`src/rtl/dff_rr_write_arbiter_if.sv`:
```
// Bus bundle between requester logic, the round-robin write arbiter and the
// shared enabled D register. The arbiter takes the slave side; whoever owns the
// requesters and the register (a testbench, or a wrapper) takes the master side.
interface dff_rr_write_arbiter_if #(
  parameter int NUM_REQ = 4,
  parameter int WIDTH   = 8
);
  logic [NUM_REQ-1:0]       req;
  logic [NUM_REQ-1:0]       lock;
  logic [NUM_REQ*WIDTH-1:0] wdata;
  logic [WIDTH-1:0]         reg_q;
  logic                     reg_en;
  logic [WIDTH-1:0]         reg_d;
  logic [NUM_REQ-1:0]       gnt;
  logic [NUM_REQ-1:0]       ack;
  logic                     err;
  logic                     busy;

  modport master (
    output req, lock, wdata, reg_q,
    input  reg_en, reg_d, gnt, ack, err, busy
  );

  modport slave (
    input  req, lock, wdata, reg_q,
    output reg_en, reg_d, gnt, ack, err, busy
  );
endinterface

```
`src/rtl/dff_rr_write_arbiter.sv`:
```
// Round-robin write arbiter for one shared enabled D register.
// Each transaction: IDLE (arbitrate) -> WRITE (en/d driven for one cycle)
// -> CHECK (compare readback q against the held data) -> ack pulse.
// Optional build macro: ARB_LOCK_EN adds a lock owner that keeps re-granting
// the same requester while it holds lock; without it lock is ignored.
module dff_rr_write_arbiter #(
  parameter int NUM_REQ = 4,
  parameter int WIDTH   = 8
) (
  input logic                   clk,
  input logic                   rst,
  dff_rr_write_arbiter_if.slave bus
);

  localparam int PW = (NUM_REQ > 1) ? $clog2(NUM_REQ) : 1;

  localparam logic [1:0] ST_IDLE  = 2'd0;
  localparam logic [1:0] ST_WRITE = 2'd1;
  localparam logic [1:0] ST_CHECK = 2'd2;

  logic [1:0]         state_q,  state_d;
  logic [PW-1:0]      ptr_q,    ptr_d;
  logic [PW-1:0]      sel_q,    sel_d;
  logic [NUM_REQ-1:0] gnt_q,    gnt_d;
  logic [NUM_REQ-1:0] ack_q,    ack_d;
  logic               err_q,    err_d;
  logic               busy_q,   busy_d;
  logic               reg_en_q, reg_en_d;
  logic [WIDTH-1:0]   reg_d_q,  reg_d_d;
  logic [WIDTH-1:0]   hold_q,   hold_d;

  // Round-robin search results
  logic               rr_found;
  logic [PW-1:0]      rr_idx;
  int                 cand;
  logic [PW-1:0]      cand_idx;

  // Final winner after the optional lock override
  logic               win_vld;
  logic [PW-1:0]      win_idx;
  logic               use_rr;

`ifdef ARB_LOCK_EN
  logic               owner_vld_q, owner_vld_d;
  logic [PW-1:0]      owner_q,     owner_d;
`else
  logic               unused_lock;
  assign unused_lock = ^bus.lock;
`endif

  // Find the first requester at or above ptr, wrapping; scanning from the far
  // end down lets the closest candidate overwrite the others.
  always_comb begin
    rr_found = 1'b0;
    rr_idx   = ptr_q;
    cand     = 0;
    cand_idx = '0;
    for (int k = NUM_REQ - 1; k >= 0; k--) begin
      cand     = (int'(ptr_q) + k) % NUM_REQ;
      cand_idx = PW'(cand);
      if (bus.req[cand_idx]) begin
        rr_found = 1'b1;
        rr_idx   = cand_idx;
      end
    end
  end

  // Transaction sequencer: arbitration, write strobe, readback compare, ack.
  always_comb begin
    state_d  = state_q;
    ptr_d    = ptr_q;
    sel_d    = sel_q;
    gnt_d    = gnt_q;
    ack_d    = '0;
    err_d    = 1'b0;
    reg_en_d = 1'b0;
    reg_d_d  = reg_d_q;
    hold_d   = hold_q;
    win_vld  = rr_found;
    win_idx  = rr_idx;
    use_rr   = 1'b1;
`ifdef ARB_LOCK_EN
    owner_vld_d = owner_vld_q;
    owner_d     = owner_q;
    // A recorded owner wins outright while it still requests; once it lets
    // go of req in IDLE the lock evaporates and plain round-robin resumes.
    if (state_q == ST_IDLE && owner_vld_q) begin
      if (bus.req[owner_q]) begin
        win_vld = 1'b1;
        win_idx = owner_q;
        use_rr  = 1'b0;
      end else begin
        owner_vld_d = 1'b0;
      end
    end
`endif

    case (state_q)
      ST_IDLE: begin
        if (win_vld) begin
          state_d        = ST_WRITE;
          sel_d          = win_idx;
          gnt_d          = '0;
          gnt_d[win_idx] = 1'b1;
          reg_en_d       = 1'b1;
          reg_d_d        = bus.wdata[win_idx*WIDTH +: WIDTH];
          hold_d         = bus.wdata[win_idx*WIDTH +: WIDTH];
          if (use_rr) begin
            ptr_d = PW'((int'(win_idx) + 1) % NUM_REQ);
          end
        end
      end
      ST_WRITE: begin
        state_d = ST_CHECK;
      end
      ST_CHECK: begin
        state_d = ST_IDLE;
        ack_d   = gnt_q;
        err_d   = (bus.reg_q != hold_q);
        gnt_d   = '0;
`ifdef ARB_LOCK_EN
        owner_vld_d = bus.lock[sel_q];
        owner_d     = sel_q;
`endif
      end
      default: begin
        state_d = ST_IDLE;
        gnt_d   = '0;
      end
    endcase

    busy_d = (state_d != ST_IDLE);
  end

  // State and registered outputs; reset aborts any transaction in flight.
  always_ff @(posedge clk) begin
    if (rst) begin
      state_q  <= ST_IDLE;
      ptr_q    <= '0;
      sel_q    <= '0;
      gnt_q    <= '0;
      ack_q    <= '0;
      err_q    <= 1'b0;
      busy_q   <= 1'b0;
      reg_en_q <= 1'b0;
      reg_d_q  <= '0;
      hold_q   <= '0;
`ifdef ARB_LOCK_EN
      owner_vld_q <= 1'b0;
      owner_q     <= '0;
`endif
    end else begin
      state_q  <= state_d;
      ptr_q    <= ptr_d;
      sel_q    <= sel_d;
      gnt_q    <= gnt_d;
      ack_q    <= ack_d;
      err_q    <= err_d;
      busy_q   <= busy_d;
      reg_en_q <= reg_en_d;
      reg_d_q  <= reg_d_d;
      hold_q   <= hold_d;
`ifdef ARB_LOCK_EN
      owner_vld_q <= owner_vld_d;
      owner_q     <= owner_d;
`endif
    end
  end

  assign bus.reg_en = reg_en_q;
  assign bus.reg_d  = reg_d_q;
  assign bus.gnt    = gnt_q;
  assign bus.ack    = ack_q;
  assign bus.err    = err_q;
  assign bus.busy   = busy_q;

endmodule
```
`src/flat_wrapper.sv`:
```
// flat-port wrapper written by rule: the top's interface ports become plain ports
module dff_rr_write_arbiter_flat 
#(
  parameter int NUM_REQ = 4,
  parameter int WIDTH   = 8
)
  (clk, rst, bus_req, bus_lock, bus_wdata, bus_reg_q, bus_reg_en, bus_reg_d, bus_gnt, bus_ack, bus_err, bus_busy);
  dff_rr_write_arbiter_if #(.NUM_REQ(NUM_REQ), .WIDTH(WIDTH)) bus_i ();
  input logic clk;
  input logic rst;
  input wire logic [$bits(bus_i.req)-1:0] bus_req;
  input wire logic [$bits(bus_i.lock)-1:0] bus_lock;
  input wire logic [$bits(bus_i.wdata)-1:0] bus_wdata;
  input wire logic [$bits(bus_i.reg_q)-1:0] bus_reg_q;
  output wire logic [$bits(bus_i.reg_en)-1:0] bus_reg_en;
  output wire logic [$bits(bus_i.reg_d)-1:0] bus_reg_d;
  output wire logic [$bits(bus_i.gnt)-1:0] bus_gnt;
  output wire logic [$bits(bus_i.ack)-1:0] bus_ack;
  output wire logic [$bits(bus_i.err)-1:0] bus_err;
  output wire logic [$bits(bus_i.busy)-1:0] bus_busy;
  assign bus_i.req = bus_req;
  assign bus_i.lock = bus_lock;
  assign bus_i.wdata = bus_wdata;
  assign bus_i.reg_q = bus_reg_q;
  assign bus_reg_en = bus_i.reg_en;
  assign bus_reg_d = bus_i.reg_d;
  assign bus_gnt = bus_i.gnt;
  assign bus_ack = bus_i.ack;
  assign bus_err = bus_i.err;
  assign bus_busy = bus_i.busy;
  dff_rr_write_arbiter #(.NUM_REQ(NUM_REQ), .WIDTH(WIDTH)) u_core (.clk(clk), .rst(rst), .bus(bus_i));
endmodule
```
`config.mk`:
```
export PLATFORM = sky130hd
export DESIGN_NAME = dff_rr_write_arbiter_flat
export DESIGN_NICKNAME = d
export VERILOG_FILES = /design/src/rtl/dff_rr_write_arbiter_if.sv /design/src/rtl/dff_rr_write_arbiter.sv /design/src/flat_wrapper.sv
export SDC_FILE = /design/constraint.sdc
export NUM_CORES = 1
export LEC_CHECK = 0
export BUFFER_PORTS_ARGS = -buffer_cell sky130_fd_sc_hd__clkbuf_2
export CORE_UTILIZATION = 39
export DETAILED_ROUTE_END_ITERATION = 12
export GPL_ROUTABILITY_DRIVEN = 0
export GPL_TIMING_DRIVEN = 0
export PLACE_DENSITY = 0.79
export SLEW_MARGIN = 15
export SYNTH_ARGS = -nofsm -noshare
export SYNTH_HDL_FRONTEND = slang
export SYNTH_SLANG_ARGS = --single-unit
export TNS_END_PERCENT = 50
```
`constraint.sdc`:
```
create_clock -name clk -period 1.6 [get_ports clk]
set_input_delay 0.32 -clock clk [delete_from_list [all_inputs] [get_ports clk]]
set_output_delay 0.32 -clock clk [all_outputs]
set_load 0.05 [all_outputs]
```
# Yosys cells after proc, flatten, opt, wreduce, memory -nomap -nowiden
# Index checks and enable logic that the tools add are counted.
word_totals:
  register_bits: 23
  inputBits: 50
op_classes:
  add_sub_neg: 4
  n_lt_le_gt_ge: 6
  eq_ne: 4
  shift: 1
  muxes: 23
  bitwise: 3
  reduce_logical: 7
op_table:
  columns: ["operator", "n"]
  rows:
  - ["32-bit by 6-bit variable part select with 8-bit output", 1]
  - ["2-bit by 3-bit less-than comparator with 1-bit output, second input constant", 5]
  - ["1-bit two-way mux", 10]
  - ["2-bit two-way mux", 5]
  - ["1-bit binary-select mux with 2-bit select", 4]
  - ["8-bit inequality test", 1]
  - ["4-bit case mux with 2 select lines", 1]
  - ["2-bit by 1-bit adder with 2-bit output, second input constant", 2]
  - ["2-bit adder, second input constant", 2]
  - ["4-bit two-way mux", 1]
  - ["2-bit case mux with 2 select lines", 1]
  - ["2-bit AND reduction", 2]
  - ["2-bit OR reduction", 2]
  - ["1-bit NOT", 3]
  - ["1-bit demux with 2-bit select", 1]
  - ["2-bit by 1-bit equality test with 1-bit output, second input constant", 1]
  - ["2-bit equality test, second input constant", 1]
  - ["2-bit by 1-bit >= comparator with 1-bit output, second input constant", 1]
  - ["2-bit logical NOT", 1]
  - ["2-bit by 1-bit inequality test with 1-bit output, second input constant", 1]
  - ["2-bit nonzero test", 1]
  - ["1-bit logical AND", 1]

# Logic depth before layout (Yosys ltp)
depth:
  ltp_word: 13
  mapped_depth: 7

# Worst setup path after synthesis
# No wires, ideal clock.
synth_path:
  path_kind: "register -> register"
  start: "reg u_core.ptr_q[1]"
  end: "reg u_core.ptr_q[1]"
  setup_ps: 122
  arrival_time_ps: 1504
  t_required_ps: 1478
  setup_slack_ps: -27
  stages_incl_launch_ff: 8
  path_buffers: 1
  period_less_slack_ps: 1627
  path_cell_list: "dfxtp_1 -> or3_1 -> nand4_2 -> nand2_4 -> buf_6 -> ha_1 -> mux2i_1 -> nor2_1"
synth_via:
  elab_chain_len: 8
  word_cells_on_any_way: 21
synth_lines:
  columns: ["element", "line", "text"]
  rows:
  - ["start, declared", "dff_rr_write_arbiter.sv:22", "logic [PW-1:0] ptr_q, ptr_d;"]
  - ["start signal, assigned", "dff_rr_write_arbiter.sv:154", "ptr_q <= ptr_d;"]
  - ["2-bit adder", "dff_rr_write_arbiter.sv:59", "cand = (int'(ptr_q) + k) % NUM_REQ;"]
  - ["1-bit binary-select mux with 2-bit select", "dff_rr_write_arbiter.sv:61", "if (bus.req[cand_idx]) begin"]
  - ["1-bit two-way mux (not written as such)", "dff_rr_write_arbiter.sv:61", null]
  - ["2-bit two-way mux / 1-bit two-way mux (equally long branches) (4 in series)", "dff_rr_write_arbiter.sv:61", null]
  - ["2-bit by 1-bit adder with 2-bit output / 2-bit AND reduction (equally long branches)", null, null]
# Parallel ways exist; a longest one is shown, timed or not. The select of a mux whose other input is x is not followed.
# A chain may end at the register's enable or synchronous reset.

# Worst setup path after layout
layout_path:
  start: "reg u_core.ptr_q[0]"
  end: "reg u_core.gnt_q[2] (netlist: u_core.bus.gnt[2])"
layout_via:
  elab_chain_len: 13
  word_cells_on_any_way: 28
layout_lines:
  columns: ["element", "line", "text"]
  rows:
  - ["2-bit adder", "dff_rr_write_arbiter.sv:59", null]
  - ["1-bit binary-select mux with 2-bit select", "dff_rr_write_arbiter.sv:61", null]
  - ["1-bit two-way mux (not written as such)", "dff_rr_write_arbiter.sv:61", null]
  - ["2-bit two-way mux (4 in series)", "dff_rr_write_arbiter.sv:61", null]
  - ["2-bit by 3-bit less-than comparator with 1-bit output (not written as such) / 2-bit by 1-bit >= comparator with 1-bit output (equally long branches)", "dff_rr_write_arbiter.sv:104", "gnt_d[win_idx] = 1'b1;"]
  - ["1-bit logical AND (not written as such)", "dff_rr_write_arbiter.sv:104", null]
  - ["1-bit two-way mux (not written as such)", "dff_rr_write_arbiter.sv:104", null]
  - ["1-bit demux with 2-bit select", null, null]
  - ["4-bit two-way mux", "dff_rr_write_arbiter.sv:100", "if (win_vld) begin"]
  - ["4-bit case mux with 2 select lines", "dff_rr_write_arbiter.sv:98", "case (state_q)"]
  - ["end signal, assigned", "dff_rr_write_arbiter.sv:156", "gnt_q <= gnt_d;"]
  - ["end, declared", "dff_rr_write_arbiter.sv:24", "logic [NUM_REQ-1:0] gnt_q, gnt_d;"]
# Parallel ways exist; a longest one is shown, timed or not. The select of a mux whose other input is x is not followed.

==> qor.yml <==
outcome: "complete, but fails checks"
violations: "design-rule violations"
pre_cts_slack_ns: -0.193
grt_start_max_net_pins: 14
avgSynthCellArea_um2: 10.6
crit_family: "compound AO/OA/AOI/OAI gates"
chipHeight_um: 57.4
worst_slack_ns: 0.0928
worst_setup_path_end_kind: "register"
synthCells: 113
finalHoldViolCount: 0
drv_cap: 0
syn_to_final_growth_pct: 36.8
wire_per_inst_um: 13.7
arrival_ns: 1.74
yosysWarnings: 0
ios: 69
ant_nets: 0
leakage_nw: 0.804
nNetsFinal: 238
p_total_mw: 1.82
wl_mm: 2.93
worstHoldStart: "bus_wdata[6]"
worst_pin_slew_ns: 0.524
r2r-start: "u_core.ptr_q[0]$_SDFFE_PP0P_"
slew_viol_final: 0
ys_ff_latch: 23
ir_drop_uv: 707
portBuffers: 64
yosysMostFrequentCell: "dfxtp_1"
cp-start-kind: "register"
grt_pass1_vias: 1086
r2r_slack_ns: 0.09
drc: 6
grt_pass1_wl_mm: 4.77
cts.clk_slew.worst_paths_ns: 0.14
fp-row-count: 19
synthesis.area_mm2: 0.00119
synthTopCellsByArea: "dfxtp_1 39%, mux2i_1 14%, o221ai_1 5.9%"
whs_path_depth: 3
yosys.area.top_type_share: 0.385
cts_root_buf: "clkbuf_4"
dr.first_iter.drc_count: 25
core_area_mm2: 0.00283
cp_max_fo: 5
slew_headroom: 0.650
path_class: "reg2reg"
cp.required_ns: 1.83
drive_gt1_frac: 0.464
reg2regPathDepth: 6
skew_ns: 0.00933
holdPathEnd: "u_core.bus.reg_d[6]$_SDFFE_PP0P_"
crit_slowest_cell: "dfxtp_2"
start_util: 0.422
die-area_mm2: 0.00329
die_w_um: 57.4
cp.depth: 6
synth_top_flop_cell: "dfxtp_1"
min_path_type: "in2reg"
rr_endpoint: "u_core.bus.gnt[2]$_SDFFE_PP0P_"
powerDensity_mw_per_mm2: 1110
synth_largest_area_cell: "dfxtp_1"
fmax_mhz: 663
hpwl_mm: 2.32
nFillCells: 248
track_usage: 0.192
cts.hold.buffers_added: 0
vias_per_cell: 5.22
overflow: 0
synth_edf_count: 0
cts_buffer_depth: 2
vias: 1117
dr.pass1.iters: 8
cts_tree: "yes"
synth_nets: 167
path_cells: "nand2b_4, a21boi_0, o211a_4, inv_2, ha_1, a22o_1"
setup_viol: 0
h-tree-depth: 1
fin_crit_sh: 0.942
cp_num_buf_inv: 1
cts_made_buffers: 3
clock_sinks: 23
antenna_found_initial: 0
min_period_ns: 1.51
synth_common_cells: "23 x dfxtp_1, 17 x mux2i_1, 9 x nand3b_1"
synth-async-reset-ratio: 0
synth_seq_area_share: 0.385
ys_types: 31
max_stage_delay_ns: 0.37
clk_latency_ns: 0.32
antenna-diode-count: 0
## worst reg2reg max path, stage by stage (launching register included)
cell	delay, ns
dfxtp_2	0.37
nand2b_4	0.13
a21boi_0	0.22
o211a_4	0.23
inv_2	0.06
ha_1	0.20
a22o_1	0.20
## area by class of cell
type / instances / area, um2 / share of cell area
tap: 31 / 38.8 / 0.0237
inverter: 3 / 11.3 / 0.00689
clock buffer: 3 / 22.5 / 0.0138
timing repair buffer: 66 / 335 / 0.205
multi-input combinational: 84 / 728 / 0.446
buffer: 3 / 30.0 / 0.0184
clock inverter: 1 / 5.00 / 0.00306
sequential: 23 / 463 / 0.283
## repair_timing
action | in CTS | in global routing
endpoints found under the setup margin | 12 | 3
buffers inserted | 2 | 0
pin swaps | 2 | 0
resized for setup | 5 | 3
## layer usage
layer	part of all wire	vias to the layer above	track usage
li1	-	565	-
met1	0.43	496	0.208
met2	0.48	51	0.352
met3	0.072	5	0.0385
met4	0.016	0	0.0906
met5	0	-	0
## sequential cells by signal (all words and copies together) (netlist names)
register / count
u_core.bus.ack: 4
u_core.bus.busy: 1
u_core.bus.err: 1
u_core.bus.gnt: 4
u_core.bus.reg_d: 8
u_core.bus.reg_en: 1
u_core.ptr_q: 2
u_core.state_q: 2
## metrics by stage
| stage | utilization | cell area, um2 | setup TNS [ns] | cells | hold WS, ns |
|---|---|---|---|---|---|
| after floorplan | - | 1210 | 0 | 113 | 0.403 |
| after global placement | 0.555 | 1570 | -0.797 | 208 | 0.459 |
| after detailed placement | 0.555 | 1570 | -1.68 | 208 | 0.477 |
| after CTS | 0.575 | 1630 | 0 | 214 | 0.301 |
| after global routing | 0.578 | 1630 | -0.00564 | 214 | 0.309 |
| final | 0.578 | 1630 | 0 | 214 | 0.296 |
## placed cells by master (no fill, tap or decap), types with 3 or more instances in the layout
cell and count:
o221ai_1 8, xor2_1 8, clkbuf_4 3, dfxtp_1 21, ha_1 3, mux2i_1 17, and2_1 4, clkbuf_2 64
a22o_1 4, nand3b_1 9, nor2_1 4
## worst max path at each step
stage / from / endpoint / slack, ns
5_1_grt: u_core.ptr_q[0]$_SDFFE_PP0P_ / u_core.bus.gnt[0]$_SDFFE_PP0P_ / -0.003
6_report: u_core.ptr_q[0]$_SDFFE_PP0P_ / u_core.bus.gnt[2]$_SDFFE_PP0P_ / 0.09
3_5_place_dp: bus_req[3] / u_core.bus.gnt[2]$_SDFFE_PP0P_ / -0.19
3_3_place_gp: bus_req[3] / u_core.ptr_q[1]$_SDFFE_PP0P_ / -0.14
2_1_floorplan: bus_req[3] / u_core.bus.gnt[2]$_SDFFE_PP0P_ / 0.05
4_1_cts: u_core.ptr_q[0]$_SDFFE_PP0P_ / u_core.bus.gnt[2]$_SDFFE_PP0P_ / 0.002
## logic make-up (layout without fill, tap and decap cells)
family                   count (synthesis)  count (layout)  synth area share
adder cells (fa/ha/maj)                  4               4            0.0419
XOR/XNOR                                 8               8            0.0586
buffers and inverters                    6              76            0.0314
multiplexers                            17              17             0.142
flip-flops                              23              23             0.385
AND/OR/NAND/NOR                         34              34             0.200
AO/OA/AOI/OAI                           21              21             0.140
## report_power, final
group	leakage [nW]	switching [mW]	internal [mW]
clock	0.0177	0.186	0.0937
combinational	0.597	0.499	0.313
sequential	0.190	0.0722	0.654
Power figures use the tool's default switching activity.
